$ cat src/rtl/otter_rf_pkg.sv
// Shared types and defaults for the OTTER register file with hazard scoreboard.
package otter_rf_pkg;

  typedef enum logic {
    CLEAR = 1'b0,
    RUN   = 1'b1
  } rf_state_t;

  localparam int RF_XLEN_DEF  = 32;
  localparam int RF_NREGS_DEF = 32;

  function automatic int rf_adr_w(input int n);
    return $clog2(n);
  endfunction

endpackage

$ cat src/rtl/rf_scoreboard.sv
// Pending-write tracker: one busy flop per register, set on issue, cleared on writeback.
module rf_scoreboard
  import otter_rf_pkg::*;
#(
  parameter int NREGS = RF_NREGS_DEF,
  parameter int NRD   = 2,
  parameter int AW    = rf_adr_w(NREGS)
) (
  input  logic              clk,
  input  logic              rst,
  input  logic              run,
  input  logic              set_vld,
  input  logic [AW-1:0]     set_rd,
  input  logic              clr_vld,
  input  logic [AW-1:0]     clr_rd,
  input  logic [NRD*AW-1:0] lookup_adr,
  output logic [NRD-1:0]    busy
);

  logic [NREGS-1:0] r_busy;

  // A set and a clear of the same register in one cycle keep it busy:
  // the issue belongs to a newer producer than the retiring write.
  always_ff @(posedge clk) begin
    if (rst) begin
      r_busy <= '0;
    end else if (run) begin
      r_busy[0] <= 1'b0;
      for (int i = 1; i < NREGS; i++) begin
        if (set_vld && (set_rd == AW'(i))) begin
          r_busy[i] <= 1'b1;
        end else if (clr_vld && (clr_rd == AW'(i))) begin
          r_busy[i] <= 1'b0;
        end
      end
    end
  end

  always_comb begin
    busy = '0;
    for (int p = 0; p < NRD; p++) begin
      busy[p] = r_busy[lookup_adr[p*AW +: AW]];
    end
  end

endmodule

$ cat src/rtl/otter_rf_scoreboard.sv
// OTTER register file: NRD async reads, one sync write, optional bypass,
// post-reset clear sequencer so the array itself carries no reset.
module otter_rf_scoreboard
  import otter_rf_pkg::*;
#(
  parameter  int XLEN   = RF_XLEN_DEF,
  parameter  int NREGS  = RF_NREGS_DEF,
  parameter  int NRD    = 2,
  parameter  int BYPASS = 1,
  localparam int AW     = rf_adr_w(NREGS)
) (
  input  logic                RF_CLK,
  input  logic                RF_RST,
  input  logic [NRD*AW-1:0]   RF_ADR,
  output logic [NRD*XLEN-1:0] RF_RS,
  output logic [NRD-1:0]      RF_BUSY,
  input  logic [AW-1:0]       RF_WA,
  input  logic [XLEN-1:0]     RF_WD,
  input  logic                RF_EN,
  input  logic                RF_ISSUE,
  input  logic [AW-1:0]       RF_ISSUE_RD,
  output logic                RF_READY,
  output rf_state_t           RF_DBG_STATE
);

  rf_state_t       r_state;
  logic [AW-1:0]   r_clr_cnt;
  logic [XLEN-1:0] r_ram [NREGS];

  logic            w_run;
  logic            w_wr_ok;
  logic            w_ram_we;
  logic [AW-1:0]   w_ram_wa;
  logic [XLEN-1:0] w_ram_wd;
  logic            w_set_vld;
  logic [NRD-1:0]  w_busy;

  // Entry 0 is never stored; reads of address 0 are forced to zero.
  always_ff @(posedge RF_CLK) begin
    if (RF_RST) begin
      r_state   <= CLEAR;
      r_clr_cnt <= AW'(1);
    end else if (r_state == CLEAR) begin
      r_clr_cnt <= r_clr_cnt + AW'(1);
      if (r_clr_cnt == AW'(NREGS - 1)) begin
        r_state <= RUN;
      end
    end
  end

  assign w_run     = (r_state == RUN);
  assign w_wr_ok   = w_run && RF_EN && (RF_WA != '0);
  assign w_set_vld = w_run && RF_ISSUE && (RF_ISSUE_RD != '0);
  assign w_ram_we  = !RF_RST && ((r_state == CLEAR) || w_wr_ok);
  assign w_ram_wa  = w_run ? RF_WA : r_clr_cnt;
  assign w_ram_wd  = w_run ? RF_WD : '0;

  // Single write port shared by the clear sequencer and writeback.
  always_ff @(posedge RF_CLK) begin
    if (w_ram_we) begin
      r_ram[w_ram_wa] <= w_ram_wd;
    end
  end

  always_comb begin
    RF_RS = '0;
    for (int p = 0; p < NRD; p++) begin
      if (w_run && (RF_ADR[p*AW +: AW] != '0)) begin
        if ((BYPASS != 0) && RF_EN && (RF_WA == RF_ADR[p*AW +: AW])) begin
          RF_RS[p*XLEN +: XLEN] = RF_WD;
        end else begin
          RF_RS[p*XLEN +: XLEN] = r_ram[RF_ADR[p*AW +: AW]];
        end
      end
    end
  end

  rf_scoreboard #(
    .NREGS (NREGS),
    .NRD   (NRD),
    .AW    (AW)
  ) u_sb (
    .clk        (RF_CLK),
    .rst        (RF_RST),
    .run        (w_run),
    .set_vld    (w_set_vld),
    .set_rd     (RF_ISSUE_RD),
    .clr_vld    (w_wr_ok),
    .clr_rd     (RF_WA),
    .lookup_adr (RF_ADR),
    .busy       (w_busy)
  );

  assign RF_BUSY      = w_run ? w_busy : '0;
  assign RF_READY     = w_run;
  assign RF_DBG_STATE = r_state;

endmodule

$ cat config.mk
export PLATFORM = sky130hd
export DESIGN_NAME = otter_rf_scoreboard
export DESIGN_NICKNAME = d
export VERILOG_FILES = /design/src/rtl/otter_rf_pkg.sv /design/src/rtl/rf_scoreboard.sv /design/src/rtl/otter_rf_scoreboard.sv
export SDC_FILE = /design/constraint.sdc
export NUM_CORES = 2
export LEC_CHECK = 0
export ABC_CLOCK_PERIOD_IN_PS = 4200
export BUFFER_PORTS_ARGS = -buffer_cell sky130_fd_sc_hd__buf_2
export CAP_MARGIN = 5
export CORE_UTILIZATION = 60
export DETAILED_ROUTE_END_ITERATION = 12
export PLACE_DENSITY_LB_ADDON = 0.1
export SLEW_MARGIN = 20
export SYNTH_ARGS = -nofsm -noshare
export SYNTH_HDL_FRONTEND = slang
export SYNTH_SLANG_ARGS = --single-unit
$ cat constraint.sdc
create_clock -name RF_CLK -period 4.2 [get_ports RF_CLK]
set_input_delay 0.84 -clock RF_CLK [delete_from_list [all_inputs] [get_ports RF_CLK]]
set_output_delay 0.84 -clock RF_CLK [all_outputs]
set_load 0.01 [all_outputs]
==> results.json <==
{
  "wirelength_mm": 165,
  "fp.coreArea_mm2": 0.0834,
  "cts.sinks": 1061,
  "start_util": 0.605,
  "gp_congestion": 0.907,
  "skew_ps": 29.2,
  "clk_pin_slew_ps": 60,
  "p_clk_frac": 0.425,
  "synth_cell_type_count": 62,
  "overflow": 0,
  "fin_util": 0.688,
  "num_vias": 33000,
  "io-pin-count": 124,
  "p_sw_mw": 5.30,
  "slew_headroom": 0.242,
  "tns_ps": 0,
  "nNetsFinal": 3156,
  "syn_nets": 2946,
  "ir_drop_mv": 0.348,
  "r2r-start": "RF_DBG_STATE$_SDFF_PP0_",
  "max_freq_ghz": 0.238,
  "area_delta_synth_final_pct": 13.7,
  "cts_resized": 0,
  "synth-main-ff-cell": "edfxtp_1",
  "cts_max_path_buffers": 3,
  "rows": 106,
  "synthArstFlopShare": 0,
  "p_int_mw": 18.1,
  "period_share": 0.999,
  "hold_viol": 0,
  "max_stage_delay_ps": 470,
  "path_class": "input port to output port",
  "layout-drive-gt1-share": 0.307,
  "dieArea_mm2": 0.0853,
  "cts.htree.levels": 3,
  "cp-end-kind": "output port",
  "yosysSeqAreaShare": 0.624,
  "routedWlPerCell_um": 38.5,
  "rsz0062_at_grt": "no",
  "io_buffers": 123,
  "root_buffer": "clkbuf_16",
  "cts_buffers": 108,
  "power.leakage_nw": 18.8,
  "slowest_stage": "nand3b_1",
  "die_w_um": 292,
  "synth-edff-count": 1024,
  "grt_max_degree": 84,
  "final.min_clock_period_ps": 4200,
  "holdWs_ps": 497,
  "p_comb_frac": 0.080,
  "cts_setup_buffers": 0,
  "grt_pass1_wl_mm": 233,
  "num-fill-cells": 5382,
  "max_cap_violations": 0,
  "route.detailed.drc": 0,
  "grt_pass1_vias": 32900,
  "syn_area_mm2": 0.0505,
  "crit_path_start_kind": "input port",
  "share_seq_of_total_power": 0.495,
  "die_h_um": 292,
  "hold_path.class": "flip-flop to flip-flop",
  "drv_slew": 0,
  "worst_slew_pin_slew_ps": 1130,
  "drt_iter0_drc": 5282,
  "power.density_mw_per_mm2": 408,
  "insertion_delay_ps": 690,
  "avgSynthCellArea_um2": 17.5,
  "grtUsageTotal": 0.389,
  "ctsHoldBuffers": 0,
  "startpoint": "RF_ADR[2]",
  "cts_tree": "built",
  "drt_first_pass_iters": 6,
  "reg2reg_slack_ps": 1210,
  "rr_worst_depth": 5,
  "ant_nets": 0,
  "arrival_ps": 3360,
  "grt_antenna_before_repair": 3,
  "n_antenna_cell": 0,
  "crit_path_end": "RF_RS[3]",
  "synth_seq_cells": 1061,
  "p_sw_frac": 0.226,
  "worst_ep_required_time_ps": 3360,
  "via_per_inst": 7.72,
  "worstPathCellList": "buf_6 -> buf_4 -> nand3b_1 -> buf_4 -> o221ai_1 -> a21oi_1 -> a21oi_1 -> a22o_1 -> buf_2",
  "status": "completed",
  "r2r-end": "r_ram[0][5]$_DFFE_PP_",
  "synth_cells": 2888,
  "dpl.hpwl_mm": 97.3,
  "yosysWarnings": 0,
  "cp_max_fo": 26,
  "setup_viol": 0
}
## how the worst min path moves through the flow
stage | start | endpoint | slack [ps] | cells after the start
finish | u_sb.r_busy[24]$_SDFFE_PP0P_ | u_sb.r_busy[24]$_SDFFE_PP0P_ | 500 | 2
global route | u_sb.r_busy[20]$_SDFFE_PP0P_ | u_sb.r_busy[20]$_SDFFE_PP0P_ | 520 | 2
CTS | RF_ISSUE | u_sb.r_busy[17]$_SDFFE_PP0P_ | 460 | 3
detailed placement | u_sb.r_busy[18]$_SDFFE_PP0P_ | u_sb.r_busy[18]$_SDFFE_PP0P_ | 480 | 2
global placement | u_sb.r_busy[26]$_SDFFE_PP0P_ | u_sb.r_busy[26]$_SDFFE_PP0P_ | 470 | 2
floorplan | u_sb.r_busy[14]$_SDFFE_PP0P_ | u_sb.r_busy[14]$_SDFFE_PP0P_ | 460 | 2
## cells in the final DEF, fill, tap and decap left out, types with 14 or more instances in the layout
cell,synthesis,final
o21ai_0,63,63
dfxtp_1,37,36
clkinv_1,1,24
nand2_1,171,171
mux2i_1,250,250
buf_12,4,54
a221oi_1,64,64
nand3_1,14,14
clkbuf_16,0,109
and2_1,35,33
nor2_1,60,25
buf_4,31,167
nor2b_1,42,38
buf_2,78,115
a22o_1,51,51
nor2_4,0,35
a211oi_1,61,61
a221o_1,31,31
a21oi_1,76,76
mux4_2,406,406
o22ai_1,31,31
o221ai_1,29,29
a311oi_1,30,30
edfxtp_1,1024,1024
clkinv_2,0,22
bufinv_16,0,17
clkbuf_1,98,17
a22oi_1,69,69
## critical path, delay by kind of cell
kind,cells,cell delay [ps]
AND/OR/NAND/NOR,1,470
buffers and inverters,4,1060
AO/OA/AOI/OAI,4,920
## registers in the layout, summed over array words and instances, names as in the netlist
signal and flops:
u_sb.r_busy 31, r_clr_cnt 5, RF_DBG_STATE 1, r_ram 1024
## logic make-up (layout without fill, tap and decap cells)
kind of cell,count (synthesis),count (layout),synth area share
AOI/OAI and AO/OA,539,539,0.0797
xor gates and xnor gates,12,12,0.00208
adders and majority gates,2,2,0.000496
buffers and inverters,246,548,0.0275
DFF,1061,1061,0.624
muxes,666,666,0.233
and+or+nand+nor,362,362,0.0336
## final cells by class
type | instances | area, µm² | share of cell area
flip-flops and latches | 1061 | 31500 | 0.548
well taps | 1080 | 1350 | 0.0235
clock buffers | 127 | 2810 | 0.0489
repair buffers | 342 | 3000 | 0.0522
inverters | 4 | 15.0 | 0.000261
multi-input cells | 1581 | 17900 | 0.312
clock inverters | 75 | 837 | 0.0146
## cells in the mapped netlist (3+ instances only)
master / count / area [µm²]
xor2_1: 5 / 43.8
dfxtp_1: 37 / 741
xnor2_1: 7 / 61.3
buf_1: 6 / 22.5
a211oi_1: 61 / 458
nor2_1: 60 / 225
mux2_2: 10 / 113
nand2_1: 171 / 642
a21oi_1: 76 / 380
a22o_1: 51 / 447
mux4_2: 406 / 9140
nor3_1: 7 / 35.0
buf_6: 23 / 259
nand3_1: 14 / 70.1
inv_1: 3 / 11.3
and2_1: 35 / 219
buf_12: 4 / 80.1
edfxtp_1: 1024 / 30700
nand4_1: 4 / 25.0
buf_2: 78 / 390
o22ai_1: 31 / 194
nor2b_1: 42 / 263
nor3b_1: 3 / 22.5
nand2b_1: 7 / 43.8
o221ai_1: 29 / 254
a2111oi_1: 9 / 90.1
mux2i_1: 250 / 2500
a22oi_1: 69 / 518
a32o_1: 8 / 80.1
a221o_1: 31 / 310
or3b_2: 3 / 26.3
a221oi_1: 64 / 561
clkbuf_1: 98 / 368
a311oi_1: 30 / 263
o21ai_1: 3 / 15.0
a2111oi_2: 4 / 60.1
o21ai_0: 63 / 315
buf_4: 31 / 233
## power groups by stage
| stage | registers, mW | logic [mW] | clock network, mW |
|---|---|---|---|
| floorplan | 11.8 | 1.16 | 0 |
| global placement | 11.8 | 1.81 | 0 |
| detailed placement | 11.8 | 1.83 | 0 |
| CTS | 11.6 | 1.84 | 9.98 |
| global route | 11.6 | 1.94 | 10.3 |
| finish | 11.6 | 1.88 | 9.95 |
## stage by stage
step | cells | setup WS (ps) | instance area, µm² | power (mW)
after floorplan | 2888 | 685 | 50500 | 13.0
after global placement | 4067 | 193 | 53700 | 13.6
after detailed placement | 4067 | 152 | 53800 | 13.6
after CTS | 4269 | 139 | 57400 | 23.4
after global routing | 4270 | 46.6 | 57400 | 23.9
final | 4270 | 4.13 | 57400 | 23.4
## routing by layer
layer / up-vias / GRT usage / part of all wire
li1: 12700 / - / -
met1: 16900 / 0.526 / 0.35
met2: 2799 / 0.589 / 0.46
met3: 528 / 0.110 / 0.14
met4: 8 / 0.182 / 0.052
met5: - / 0 / 0.00033
No activity file was read; power rests on OpenSTA's default activity.
